## src/rtl/npu_seq_pkg.sv

```systemverilog
// Shared types and constants for the npu_seq command sequencer.
package npu_seq_pkg;

  typedef enum logic [2:0] {
    StIdle  = 3'd0,
    StCfg   = 3'd1,
    StLoad  = 3'd2,
    StDrain = 3'd3,
    StDone  = 3'd4
  } npu_seq_state_t;

  localparam int unsigned CntWDefault = 16;

  // Byte-lane positions of the NPU data buses inside a 32-bit input beat.
  localparam int unsigned LaneDa = 3;
  localparam int unsigned LaneDb = 2;
  localparam int unsigned LaneDc = 1;
  localparam int unsigned LaneDd = 0;

  function automatic logic [7:0] get_lane(logic [31:0] word, int unsigned idx);
    return word[idx*8 +: 8];
  endfunction

endpackage

```

## src/rtl/npu_seq_drain.sv

```systemverilog
// Result drain: issues RD_EN reads, holds one byte for the output stream and counts accepts.
module npu_seq_drain
  import npu_seq_pkg::*;
#(
  parameter int unsigned CNT_W = CntWDefault
) (
  input  logic             clk_i,
  input  logic             rst_i,
  input  logic             start_i,
  input  logic             active_i,
  input  logic [CNT_W-1:0] n_out_i,
  input  logic             empty_i,
  input  logic [7:0]       d_out_i,
  input  logic             out_ready_i,
  output logic             rd_en_o,
  output logic             out_valid_o,
  output logic [7:0]       out_data_o,
  output logic             last_accepted_o
);

  logic             rd_en_q, rd_en_d;
  logic             cap_q, cap_d;
  logic             out_valid_q, out_valid_d;
  logic [7:0]       out_data_q, out_data_d;
  logic [CNT_W-1:0] rd_cnt_q, rd_cnt_d;
  logic [CNT_W-1:0] out_cnt_q, out_cnt_d;
  logic             out_fire;
  logic             slot_free;
  logic             issue;

  assign out_fire  = out_valid_q & out_ready_i;
  // The holding register counts as free in the cycle its byte is taken, so the
  // refill read can launch immediately and the drain sustains one byte per 3 cycles.
  assign slot_free = ~out_valid_q | out_ready_i;
  assign issue     = active_i & ~empty_i & ~rd_en_q & ~cap_q & slot_free & (rd_cnt_q < n_out_i);

  always_comb begin
    rd_en_d     = issue;
    cap_d       = rd_en_q;
    rd_cnt_d    = rd_cnt_q;
    out_cnt_d   = out_cnt_q;
    out_valid_d = out_valid_q;
    out_data_d  = out_data_q;
    if (start_i) begin
      rd_cnt_d  = '0;
      out_cnt_d = '0;
    end else begin
      if (issue) begin
        rd_cnt_d = rd_cnt_q + CNT_W'(1);
      end
      if (out_fire) begin
        out_cnt_d = out_cnt_q + CNT_W'(1);
      end
    end
    // D_OUT is valid the cycle after RD_EN.
    if (cap_q) begin
      out_valid_d = 1'b1;
      out_data_d  = d_out_i;
    end else if (out_fire) begin
      out_valid_d = 1'b0;
    end
  end

  always_ff @(posedge clk_i) begin
    if (rst_i) begin
      rd_en_q     <= 1'b0;
      cap_q       <= 1'b0;
      rd_cnt_q    <= '0;
      out_cnt_q   <= '0;
      out_valid_q <= 1'b0;
      out_data_q  <= '0;
    end else begin
      rd_en_q     <= rd_en_d;
      cap_q       <= cap_d;
      rd_cnt_q    <= rd_cnt_d;
      out_cnt_q   <= out_cnt_d;
      out_valid_q <= out_valid_d;
      out_data_q  <= out_data_d;
    end
  end

  assign rd_en_o         = rd_en_q;
  assign out_valid_o     = out_valid_q;
  assign out_data_o      = out_data_q;
  assign last_accepted_o = out_fire & ((out_cnt_q + CNT_W'(1)) == n_out_i);

endmodule

```

## src/rtl/npu_seq.sv

```systemverilog
// Command sequencer for npu_top: config write, input beat streaming, result drain.
module npu_seq
  import npu_seq_pkg::*;
#(
  parameter int unsigned CNT_W = CntWDefault
) (
  input  logic             CLKEXT,
  input  logic             RST_GLO,
  input  logic             cmd_valid,
  output logic             cmd_ready,
  input  logic [15:0]      cmd_cfg,
  input  logic [CNT_W-1:0] cmd_n_in,
  input  logic [CNT_W-1:0] cmd_n_out,
  input  logic             in_valid,
  output logic             in_ready,
  input  logic [31:0]      in_data,
  output logic             out_valid,
  input  logic             out_ready,
  output logic [7:0]       out_data,
  output logic             busy,
  output logic             done,
  output logic             EN_CONFIG,
  output logic             EN_FSM,
  output logic             RD_EN,
  output logic             SEL_CON,
  output logic [7:0]       DA,
  output logic [7:0]       DB,
  output logic [7:0]       DC,
  output logic [7:0]       DD,
  input  logic [7:0]       D_OUT,
  input  logic             FULL,
  input  logic             EMPTY
);

  npu_seq_state_t state_q, state_d;

  logic [15:0]      cfg_q, cfg_d;
  logic [CNT_W-1:0] n_in_q, n_in_d;
  logic [CNT_W-1:0] n_out_q, n_out_d;
  logic [CNT_W-1:0] in_cnt_q, in_cnt_d;
  logic             en_fsm_q, en_fsm_d;
  logic [31:0]      beat_q, beat_d;

  logic cmd_fire;
  logic in_fire;
  logic last_beat;
  logic last_accepted;

  assign cmd_fire  = cmd_valid & (state_q == StIdle);
  assign in_ready  = (state_q == StLoad) & ~FULL & (in_cnt_q < n_in_q);
  assign in_fire   = in_valid & in_ready;
  assign last_beat = in_fire & ((in_cnt_q + CNT_W'(1)) == n_in_q);

  // State register.
  always_ff @(posedge CLKEXT) begin
    if (RST_GLO) begin
      state_q <= StIdle;
    end else begin
      state_q <= state_d;
    end
  end

  // Next-state logic.
  always_comb begin
    state_d = state_q;
    unique case (state_q)
      StIdle: begin
        if (cmd_valid) begin
          state_d = StCfg;
        end
      end
      StCfg: begin
        if (n_in_q != '0) begin
          state_d = StLoad;
        end else if (n_out_q != '0) begin
          state_d = StDrain;
        end else begin
          state_d = StDone;
        end
      end
      StLoad: begin
        if (last_beat) begin
          state_d = (n_out_q != '0) ? StDrain : StDone;
        end
      end
      StDrain: begin
        if (last_accepted) begin
          state_d = StDone;
        end
      end
      StDone: begin
        state_d = StIdle;
      end
      default: begin
        state_d = StIdle;
      end
    endcase
  end

  // Outputs; the beat strobe trails its handshake by one cycle and never overlaps CFG.
  always_comb begin
    cmd_ready = (state_q == StIdle);
    busy      = (state_q != StIdle);
    done      = (state_q == StDone);
    EN_CONFIG = (state_q == StCfg);
    EN_FSM    = en_fsm_q;
    SEL_CON   = 1'b1;
    DA        = '0;
    DB        = '0;
    DC        = '0;
    DD        = '0;
    if (state_q == StCfg) begin
      DA = cfg_q[15:8];
      DB = cfg_q[7:0];
    end else if (en_fsm_q) begin
      DA = get_lane(beat_q, LaneDa);
      DB = get_lane(beat_q, LaneDb);
      DC = get_lane(beat_q, LaneDc);
      DD = get_lane(beat_q, LaneDd);
    end
  end

  always_comb begin
    cfg_d    = cfg_q;
    n_in_d   = n_in_q;
    n_out_d  = n_out_q;
    in_cnt_d = in_cnt_q;
    en_fsm_d = in_fire;
    beat_d   = beat_q;
    if (cmd_fire) begin
      cfg_d    = cmd_cfg;
      n_in_d   = cmd_n_in;
      n_out_d  = cmd_n_out;
      in_cnt_d = '0;
    end else if (in_fire) begin
      in_cnt_d = in_cnt_q + CNT_W'(1);
    end
    if (in_fire) begin
      beat_d = in_data;
    end
  end

  always_ff @(posedge CLKEXT) begin
    if (RST_GLO) begin
      cfg_q    <= '0;
      n_in_q   <= '0;
      n_out_q  <= '0;
      in_cnt_q <= '0;
      en_fsm_q <= 1'b0;
      beat_q   <= '0;
    end else begin
      cfg_q    <= cfg_d;
      n_in_q   <= n_in_d;
      n_out_q  <= n_out_d;
      in_cnt_q <= in_cnt_d;
      en_fsm_q <= en_fsm_d;
      beat_q   <= beat_d;
    end
  end

  npu_seq_drain #(
    .CNT_W (CNT_W)
  ) u_drain (
    .clk_i           (CLKEXT),
    .rst_i           (RST_GLO),
    .start_i         (state_q == StCfg),
    .active_i        (state_q == StDrain),
    .n_out_i         (n_out_q),
    .empty_i         (EMPTY),
    .d_out_i         (D_OUT),
    .out_ready_i     (out_ready),
    .rd_en_o         (RD_EN),
    .out_valid_o     (out_valid),
    .out_data_o      (out_data),
    .last_accepted_o (last_accepted)
  );

endmodule

```

## config.mk

```make
export PLATFORM = sky130hd
export DESIGN_NAME = npu_seq
export DESIGN_NICKNAME = d
export VERILOG_FILES = /design/src/rtl/npu_seq_pkg.sv /design/src/rtl/npu_seq_drain.sv /design/src/rtl/npu_seq.sv
export SDC_FILE = /design/constraint.sdc
export NUM_CORES = 1
export LEC_CHECK = 0
export BUFFER_PORTS_ARGS = -buffer_cell sky130_fd_sc_hd__buf_2
export CAP_MARGIN = 10
export CELL_PAD_IN_SITES_DETAIL_PLACEMENT = 2
export CELL_PAD_IN_SITES_GLOBAL_PLACEMENT = 2
export CORE_MARGIN = 2
export CORE_UTILIZATION = 33
export DETAILED_ROUTE_END_ITERATION = 12
export MAX_ROUTING_LAYER = met4
export PLACE_DENSITY = 0.78
export RECOVER_POWER = 100
export SYNTH_ARGS = -nofsm -noshare
export SYNTH_HDL_FRONTEND = slang
export SYNTH_SLANG_ARGS = --single-unit
```

## constraint.sdc

```tcl
create_clock -name CLKEXT -period 2.57 [get_ports CLKEXT]
set_input_delay 0.514 -clock CLKEXT [delete_from_list [all_inputs] [get_ports CLKEXT]]
set_output_delay 0.514 -clock CLKEXT [all_outputs]
set_load 0.01 [all_outputs]
```

==> impl_results.md <==
* Worst vdd rail ir drop at 414.4 uV
* R2r setup slk at 90 ps
* Hold_sp: in_data[16]
* Antenna-violating nets left at 0
* Critical Path Start Type: flip-flop
* Area grow syn2layout at 27.70%
* Slew Viols, Final at 0
* Reg-to-Reg End: state_q[0]
* Hold Path Stages at 3
* Clock Tree Root: clkbuf_16
* Leakage at 4.100 nW
* Synth area leaders: dfxtp_1, nand2_1, mux2i_1
* Worst rel slew slack at between 10% and 20%
* Vias in the first global route at between 8000 and 9000
* Final setup TNS at -80.69 ps
* Avg Cell Area, Syn at 7.934 sq um
* Worst setup margin at -80.69 ps
* Chip width at 157.9 microns
* RSZ-0062 raised after global routing: true
* Clock Tree Buf Depth at 2
* Rows at 56
* Total track usage at roughly 25%
* Die area at 0.02493 sq mm
* Hold Crit Class: in2reg
* Port buffer count at 142
* Die Y at 157.9 microns
* Period Utilization, post-route at 103.1%
* Synth area leader: dfxtp_1
* Max-Cap Viols at 0
* Layout cell share with drive strength beyond 1 at between 20% and 30%
* Routed wire length at 30520 microns
* Clk Latency, worst-skew pair at 450 ps
* Mapped Area at 0.007815 sq mm
* Number of synthesized flops with an enable pin at 0
* Met3 Wirelength at between 1000 and 1500 microns
* Most common cell after layout, fill and taps aside: nand2_1
* Final RePlAce weighted congestion at roughly 0.85
* Non-filler cells, final at 1489
* R2R depth at 7
* Element type at the critical path end: primary output
* Ys Warns at 0
* Max frequency at 377.3 MHz
* DRT iter0 DRCs at 252
* Initial cell density of the core at between 30% and 40%
* Setup Viol. Count Final at 1
* Antenna violations before repair at 1
* Clock Skew at about 18 ps
* Failing checks: setup timing
* Syn nets at ~1100
* Post-synth top area share at 36.63%
* Routed len/inst at 20.50 microns
* Ports at 144
* Hold_buf cts at 0
* CTS H-Tree Depth at 4
* Outcome: finished, violations left
* Max Used Layer: met4
* CTS tree: built
* Inst Count DP at 1443
* Worst Path Required at 2060 ps
* Most frequent cells in the layout: nand2_1, buf_2, dfxtp_1, nor2_1, a21oi_1
* Core Area at 0.02333 sq mm
* Post-DP HPWL at between 20000 and 25000 microns
* PwrDens at 770.8 mW/mm^2
* Clock Pin Slew Worst Setup and Hold Paths at 80 ps
* WHS at between 200 and 300 ps
* Via/cell ratio at 5.298
* Post-Synthesis Cells at 985
* Pin count of the biggest net entering global routing at 60
* M1 wire length at roughly 13000 microns
* Detailed-route DRC error count at 0
* Setup CP Type: reg2out
* Synthesized flop and latch total at 143
* CTS buffer count at 17
* Critical Path Fanout Max at 3
* Fill count at 2724
* Synth Flop Type: dfxtp_1
* Hold Fails Final Rpt at 0
* Async S/R FF share, synth at 0%
* Critical path origin: n_in_q[12]
* Crit path DAT at 2140 ps
* Grt total ovfl at 0
* Core Util, Final at between 40% and 50%
* Post-synthesis sequential area ratio at a little over a third
* NumNets Final at between 1000 and 1500
* Vias at 7888
* Clock Sinks at around 140
* Worst-margin pin slew at 1239 ps
* First-pass GRT wire length at 46770 microns
* Metal2 WL at between 15000 and 20000 microns
* Minimum clock period at between 2000 and 3000 ps
* WHS Endpoint: beat_q[16]
* Yosys cell types at 62
* Reg2Reg Launch Point: u_drain.out_cnt_q[3]
* TritonRoute pass-1 iters at 5
-- Yosys cell counts (17+ instances only) --
library cell and number:
nand3_1 46, dfxtp_1 143, xor2_1 28, inv_1 49, nand4_1 17, nor2_1 99, mux2i_1 45, xnor2_1 41
clkbuf_1 34, ha_1 34, nand2_1 161, and3_1 27, a21oi_1 75
-- metrics by stage --
step / instance area, sq um / power (mW) / worst slack (ps)
finish: 9980 / 7.692 / -80.69
global route: 9977 / 8.094 / -156.0
detailed placement: 9120 / 4.775 / 10.75
floorplan: 7815 / 3.889 / 215.6
global placement: 9120 / 4.711 / 35.01
CTS: 9826 / 7.632 / -122.1
-- power breakdown --
group	switching, mW	total [mW]	leakage, nW	internal, mW
registers	0.188	2.62	1.17	2.43
clock network	1.20	2.78	0.315	1.58
logic	1.47	2.29	2.62	0.818
total	2.86	7.69	4.10	4.84
-- layout make-up --
type / count / area [sq um] / area share (%)
Timing Repair Buffer: 211 / 1216 / 12.19
Clock inverter: 15 / 217.7 / 2.182
Tap cell: 319 / 399.1 / 4.000
Sequential cell: 143 / 2892 / 28.97
Clock buffer: 17 / 425.4 / 4.263
Inverter: 50 / 188.9 / 1.893
Multi-Input combinational cell: 732 / 4636 / 46.45
Antenna cell: 2 / 5.005 / 0.05015
-- state kept, by name, summed over array words and instances (netlist names), 3 cells and up --
register and cells:
beat_q 32, cfg_q 16, in_cnt_q 16, n_in_q 16, n_out_q 16, state_q 3
u_drain.out_cnt_q 16, u_drain.out_data_o 8, u_drain.rd_cnt_q 16
-- kinds of logic (layout without fill, tap and decap cells) --
group	after synthesis	after routing	share of synthesized area (%)
other	1	3	0.04798
muxes	45	45	5.764
buffers and inverters	111	293	6.052
DFF	143	143	36.63
adders and majority gates	34	34	5.444
and+or+nand+nor	440	440	27.23
AOI/OAI and AO/OA	142	143	11.10
xor gates and xnor gates	69	69	7.733
-- worst max path at each step --
stage	to	slack (ps)	depth (start not counted)
final	in_ready	-80	6
after global routing	in_ready	-160	6
after CTS	in_ready	-120	7
after detailed placement	state_q[2]	10	8
after global placement	state_q[1]	40	8
after floorplan	u_drain.rd_cnt_q[14]	220	10
-- repair_timing --
action / 4_1_cts / 5_1_grt
endpoints found under the setup margin: 26 / 87
buffers inserted: 3 / 8
resized for setup: 16 / 36
pin swaps: 6 / 9
gates cloned: 0 / 1
-- worst max-delay path: stages (launching register included) --
cell and delay [ps]:
dfxtp_2 340, inv_1 70, ha_1 290, nand4_1 160, a2111o_1 480, and4_1 210, buf_2 140
-- routing by layer --
layer,global-route usage (%),up-vias
met5,-,-
met4,7.879,0
met3,4.845,33
met2,45.32,145
met1,27.77,3975
li1,-,3735
(Power assumes the default switching activity.)
